[src/rtl/mem_access_unit.sv]
// Load/store unit: byte/half/word accesses onto a word-wide data memory.
// Loads and word stores take 0 extra cycles; sub-word stores stall once for a read-modify-write.
module mem_access_unit #(
    parameter int ADDR_BITS = 12
) (
    input  logic        clk,
    input  logic        rst,
    input  logic        req_valid,
    input  logic        req_we,
    input  logic [1:0]  req_size,
    input  logic        req_unsigned,
    input  logic [31:0] req_addr,
    input  logic [31:0] req_wdata,
    output logic [31:0] rdata,
    output logic        stall,
    output logic        addr_err,
    output logic        err_sticky,
    output logic [31:0] dm_addr,
    output logic [31:0] dm_wdata,
    output logic        dm_we,
    input  logic [31:0] dm_rdata
);

    typedef enum logic {
        IDLE,
        MERGE
    } state_t;

    localparam logic [1:0] SZ_BYTE = 2'b00;
    localparam logic [1:0] SZ_HALF = 2'b01;
    localparam logic [1:0] SZ_WORD = 2'b10;

    state_t      state_q, state_d;
    logic [31:0] addr_q, addr_d;
    logic [31:0] merge_q, merge_d;
    logic        err_q;

    logic        misaligned;
    logic        ok_req;
    logic [31:0] word_addr;
    logic [31:0] load_ext;
    logic [31:0] merged;
    logic [7:0]  lane_b;
    logic [15:0] lane_h;
    logic        sext;
    logic        unused_hi_addr;

    // Only the low ADDR_BITS reach memory, so higher addresses alias silently.
    assign word_addr      = {{(32-ADDR_BITS){1'b0}}, req_addr[ADDR_BITS-1:2], 2'b00};
    assign unused_hi_addr = ^req_addr[31:ADDR_BITS];
    assign ok_req         = req_valid & ~misaligned;
    assign sext           = ~req_unsigned;
    assign lane_b         = dm_rdata[{req_addr[1:0], 3'b000} +: 8];
    assign lane_h         = dm_rdata[{req_addr[1], 4'b0000} +: 16];
    assign err_sticky     = err_q;

    always_comb begin
        misaligned = 1'b1;
        case (req_size)
            SZ_BYTE: misaligned = 1'b0;
            SZ_HALF: misaligned = req_addr[0];
            SZ_WORD: misaligned = |req_addr[1:0];
            default: misaligned = 1'b1;
        endcase
    end

    always_comb begin
        load_ext = dm_rdata;
        case (req_size)
            SZ_BYTE: load_ext = {{24{sext & lane_b[7]}}, lane_b};
            SZ_HALF: load_ext = {{16{sext & lane_h[15]}}, lane_h};
            default: load_ext = dm_rdata;
        endcase
    end

    always_comb begin
        merged = dm_rdata;
        if (req_size == SZ_BYTE) begin
            merged[{req_addr[1:0], 3'b000} +: 8] = req_wdata[7:0];
        end else begin
            merged[{req_addr[1], 4'b0000} +: 16] = req_wdata[15:0];
        end
    end

    always_comb begin
        state_d  = state_q;
        addr_d   = addr_q;
        merge_d  = merge_q;
        rdata    = 32'h0;
        stall    = 1'b0;
        dm_we    = 1'b0;
        dm_addr  = word_addr;
        dm_wdata = req_wdata;
        addr_err = 1'b0;

        case (state_q)
            IDLE: begin
                addr_err = req_valid & misaligned;
                if (ok_req) begin
                    if (!req_we) begin
                        rdata = load_ext;
                    end else if (req_size == SZ_WORD) begin
                        dm_we = 1'b1;
                    end else begin
                        stall   = 1'b1;
                        addr_d  = word_addr;
                        merge_d = merged;
                        state_d = MERGE;
                    end
                end
            end
            // The stalled store is still on req_*; it is deliberately not looked at here.
            MERGE: begin
                dm_addr  = addr_q;
                dm_wdata = merge_q;
                dm_we    = 1'b1;
                state_d  = IDLE;
            end
            default: state_d = IDLE;
        endcase

        if (rst) begin
            dm_we   = 1'b0;
            stall   = 1'b0;
            state_d = IDLE;
            addr_d  = 32'h0;
            merge_d = 32'h0;
        end
    end

    always_ff @(posedge clk) begin
        state_q <= state_d;
        addr_q  <= addr_d;
        merge_q <= merge_d;
        if (rst) begin
            err_q <= 1'b0;
        end else if (addr_err) begin
            err_q <= 1'b1;
        end
    end

endmodule

[config.mk]
export PLATFORM = sky130hd
export DESIGN_NAME = mem_access_unit
export DESIGN_NICKNAME = d
export VERILOG_FILES = /design/src/rtl/mem_access_unit.sv
export SDC_FILE = /design/constraint.sdc
export NUM_CORES = 1
export LEC_CHECK = 0
export ABC_AREA = 1
export CORE_ASPECT_RATIO = 0.8
export CORE_UTILIZATION = 40
export CTS_BUF_LIST = sky130_fd_sc_hd__clkbuf_4 sky130_fd_sc_hd__clkbuf_8
export CTS_CLUSTER_DIAMETER = 100
export DETAILED_ROUTE_END_ITERATION = 6
export DONT_BUFFER_PORTS = 1
export GPL_ROUTABILITY_DRIVEN = 0
export GPL_TIMING_DRIVEN = 0
export HOLD_SLACK_MARGIN = 0.1
export SYNTH_ARGS = -nofsm -noshare
export SYNTH_HDL_FRONTEND = slang
export SYNTH_SLANG_ARGS = --single-unit
[constraint.sdc]
create_clock -name clk -period 3.25 [get_ports clk]
set_input_delay 0.65 -clock clk [delete_from_list [all_inputs] [get_ports clk]]
set_output_delay 0.65 -clock clk [all_outputs]
set_load 0.02 [all_outputs]
==> impl_results.rst <==
.. list-table::
   :header-rows: 1

   * - Metric
     - Value
   * - Slack of the worst reg-to-reg path
     - about 1.4 ns
   * - Synthesized-area fraction occupied by xor and xnor cells
     - 0%
   * - Portion of the post-synthesis area used by sequential elements
     - approximately 20%
   * - Post-DP Area
     - 4600 um2
   * - Endpoint required time on the critical path
     - approximately 2.6 ns
   * - Number of levels the H-tree was split into
     - 2
   * - Capturing point of the worst reg2reg path
     - merge_q[0]
   * - Worst min path class
     - in2reg
   * - Adder-cell area share of the yosys netlist
     - under 10%
   * - Boundary pin count
     - roughly 200
   * - Drc violations
     - 0
   * - Detailed-route vias per instance
     - about 5.3
   * - Synth Register Bits
     - 44
   * - Max capacitance violation total
     - 0
   * - Worst slew pin tran
     - around 0.9 ns
   * - Synthesized instance count
     - about 800
   * - Cell area power density
     - roughly 310 nW/um2
   * - First-pass GRT wire length
     - ~23,000 um
   * - Chip height
     - 95.2 um
   * - Source-to-sink clock delay at the later pin of the worst-skew pair
     - ~0.3 ns
   * - Status
     - finished clean
   * - Leak Pwr
     - approximately 2.3 nW
   * - Worst-path maximum fanout
     - 26
   * - Final wirelength
     - around 16,000 um
   * - IO Port Bufs
     - 0
   * - Area Growth Syn to Fin
     - 9.25%
   * - Total standard cell area after synthesis
     - 4340 um2
   * - Number of buffers added by the clock tree synthesis step
     - 5
   * - Count of fill cells added during filler insertion
     - roughly 1,200
   * - Worst reg-to-reg path cell count
     - 7
   * - Largest family of logic cells by synthesized area
     - simple AND/OR/NAND/NOR gates
   * - Summed negative setup slack over all endpoints
     - 0 ns
   * - Antenna violations before repair
     - 0
   * - Clock tree from TritonCTS
     - done
   * - Diode count
     - 0
   * - Final Cycle Share
     - 95.4%
   * - Utilization after layout
     - between 40% and 50%
   * - Startpoint type of the worst setup path
     - primary input
   * - Die Outline Area
     - 11,300 um2
   * - Die width
     - about 120 um
   * - Category of the critical setup timing path
     - in2out
   * - Setup violation total in the final timing report
     - 0
   * - Total half-perimeter wirelength after legalization and detailed placement
     - between 10,000 and 15,000 um
   * - Max Slew Vio Count
     - 0
   * - Fraction of layout cells with a size suffix above 1
     - around 8.5%
   * - Largest voltage drop on the vdd net
     - 0.203 mV
   * - Synthesized-area fraction occupied by ao, oa, aoi and oai cells
     - roughly 22%
   * - Total GRT Usage
     - 26.9%
   * - Non-Filler Cell Area, Final
     - approximately 4700 um2
   * - Routed wire per std cell
     - roughly 16 um
   * - Effective utilization at floorplan
     - 41.7%
   * - Capture point of the worst path
     - rdata[24]
   * - Routed Antenna Nets
     - 0
   * - Number of clock sinks
     - 44
   * - Multiplexer share of the synthesized area
     - 0%
   * - Final period demand of the worst path
     - 3.10 ns
   * - Data arrival, critical path
     - approximately 2.5 ns
   * - Via count of the first global-routing pass
     - between 4,000 and 5,000
   * - Clock tree skew after final layout
     - 0.00150 ns
   * - Placeable core region
     - about 10,000 um2
   * - Fin cells
     - between 900 and 1,000
   * - Global-route congestion overflow total
     - 0
   * - Pre-CTS WS
     - -0.426 ns
   * - Post-synthesis simple-gate area fraction
     - between 30% and 40%
   * - Category of the worst setup path capture point
     - primary output
   * - Clock edge transition at the registers on the reported setup and hold paths
     - around 0.080 ns
   * - Final-stage net count
     - about 940
   * - Worst path setup slack after routing
     - 0.151 ns
   * - Reg2Reg Launch Point
     - state_q
   * - Largest net degree at the start of global routing
     - 16
   * - Number of buffers inserted by hold repair at cts
     - 0
   * - Number of detailed-route iterations in the first pass
     - 6
   * - Number of buffers on the longest clock path
     - 2
   * - Number of distinct library cells after synthesis
     - 28
   * - Max-slew headroom
     - between 30% and 40%
   * - Vias
     - about 5,200
   * - Count of endpoints failing hold in the final timing report
     - 0
   * - Warning count from the yosys run
     - 0
   * - Max Fclk
     - approximately 0.32 GHz
   * - Number of setup buffers added after CTS
     - 0
   * - Crit path launch
     - req_addr[1]
   * - CTS Root Cell
     - clkbuf_8
   * - RSZ-0062 raised after global routing
     - false
   * - Cell count after placement
     - a little under 1,000
   * - Number of DRC violations after detailed-routing iteration 0
     - 461
   * - Count of standard-cell rows
     - 33
   * - Avg Inst Size Synth
     - ~5.4 um2
==> area by class of cell <==
cell class | instances | area [um2] | area share (%)
buffer | 67 | 365 | 7.70
inverter | 95 | 362 | 7.62
multi-input combinational | 623 | 2860 | 60.4
tap | 140 | 175 | 3.69
clock buffer | 7 | 96.3 | 2.03
sequential | 44 | 881 | 18.6
==> logic make-up (layout without fill, tap and decap cells) <==
| kind of cell | after synthesis | in the layout |
|---|---|---|
| simple gates | 410 | 410 |
| compound gates | 186 | 186 |
| buf+inv | 164 | 169 |
| flops | 44 | 44 |
| fa+ha+maj | 5 | 5 |
| other cells | 1 | 22 |
==> synthesized netlist by cell type <==
cell type / instances / area (um2)
dfxtp_1: 44 / 881
nor2_8: 1 / 20.0
ha_1: 5 / 62.6
nor3_1: 9 / 45.0
nor2_1: 117 / 439
clkinv_1: 3 / 11.3
nand3b_1: 1 / 7.51
nor2_4: 1 / 11.3
nand3_1: 25 / 125
a21boi_0: 2 / 15.0
buf_6: 2 / 22.5
buf_1: 5 / 18.8
clkbuf_1: 27 / 101
buf_4: 23 / 173
o211ai_1: 10 / 75.1
or2_2: 2 / 12.5
nor2_2: 9 / 56.3
o21ai_0: 83 / 415
a21oi_1: 91 / 455
buf_2: 12 / 60.1
nor3_4: 1 / 16.3
inv_2: 4 / 15.0
nand2_1: 235 / 882
inv_1: 88 / 330
conb_1: 1 / 3.75
nand2_4: 3 / 33.8
nand2_2: 2 / 12.5
nand3_2: 4 / 40.0
==> repair_timing <==
item / CTS / global route
pin swaps: 0 / 0
gates cloned: 0 / 0
endpoints found under the setup margin: 34 / 27
resized for setup: 14 / 1
==> power by group <==
group | leakage [nW] | total [mW] | internal, mW | switching (mW)
registers | 0.359 | 0.580 | 0.568 | 0.0121
clock network | 0.0503 | 0.369 | 0.189 | 0.180
logic | 1.92 | 0.513 | 0.144 | 0.370
==> how the worst min path moves through the flow <==
stage	from	to	slack, ns	cells past startpoint
2_1_floorplan	addr_q[2]	addr_q[2]	0.42	2
3_3_place_gp	addr_q[4]	addr_q[4]	0.44	2
3_5_place_dp	addr_q[4]	addr_q[4]	0.44	2
4_1_cts	rst	state_q	0.41	1
5_1_grt	rst	state_q	0.40	1
6_report	rst	state_q	0.41	1
==> worst max-delay path, stage by stage <==
cell     delay [ns]
buf_2          0.19
inv_6          0.20
ha_1           0.18
buf_4          0.15
nand2_1        0.07
nand3_2        0.13
nand2_1        0.07
inv_2          0.07
nand3_4        0.12
inv_2          0.13
nand2_4        0.09
buf_6          0.19
nor2_4         0.17
==> flip-flops by register name, summed over array words and instances, names as in the netlist <==
register,flops
merge_q,32
addr_q,10
err_sticky,1
state_q,1
==> metrics by stage <==
step / total power, mW / hold WS, ns
global route: 1.56 / 0.397
global placement: 1.08 / 0.437
detailed placement: 1.09 / 0.439
CTS: 1.46 / 0.405
floorplan: 0.991 / 0.424
finish: 1.46 / 0.413
==> layout by cell type (no fill, tap or decap), types with 2 or more instances in the layout <==
cell type	instances
clkinv_1	3
or2_2	2
nand3_1	25
inv_2	4
nor3_1	9
nand2_2	2
a21boi_0	2
nand2_1	235
buf_2	10
o21ai_0	83
a21oi_1	90
clkbuf_1	27
o211ai_1	10
buf_6	2
conb_1	22
dfxtp_1	44
nand2_4	3
buf_1	5
inv_1	87
nand3_2	3
clkbuf_8	7
nor2_1	117
ha_1	5
nor2_4	10
buf_4	23
==> routing by layer <==
metal / share of wire (%) / vias to the layer above / global-route usage, %
met5: 0 / - / 0
met4: 1.1 / 0 / 5.17
met3: 11 / 14 / 8.13
met2: 43 / 262 / 42.1
met1: 45 / 2343 / 36.6
li1: - / 2542 / -
Note: power is estimated with default switching activity, not from simulation.
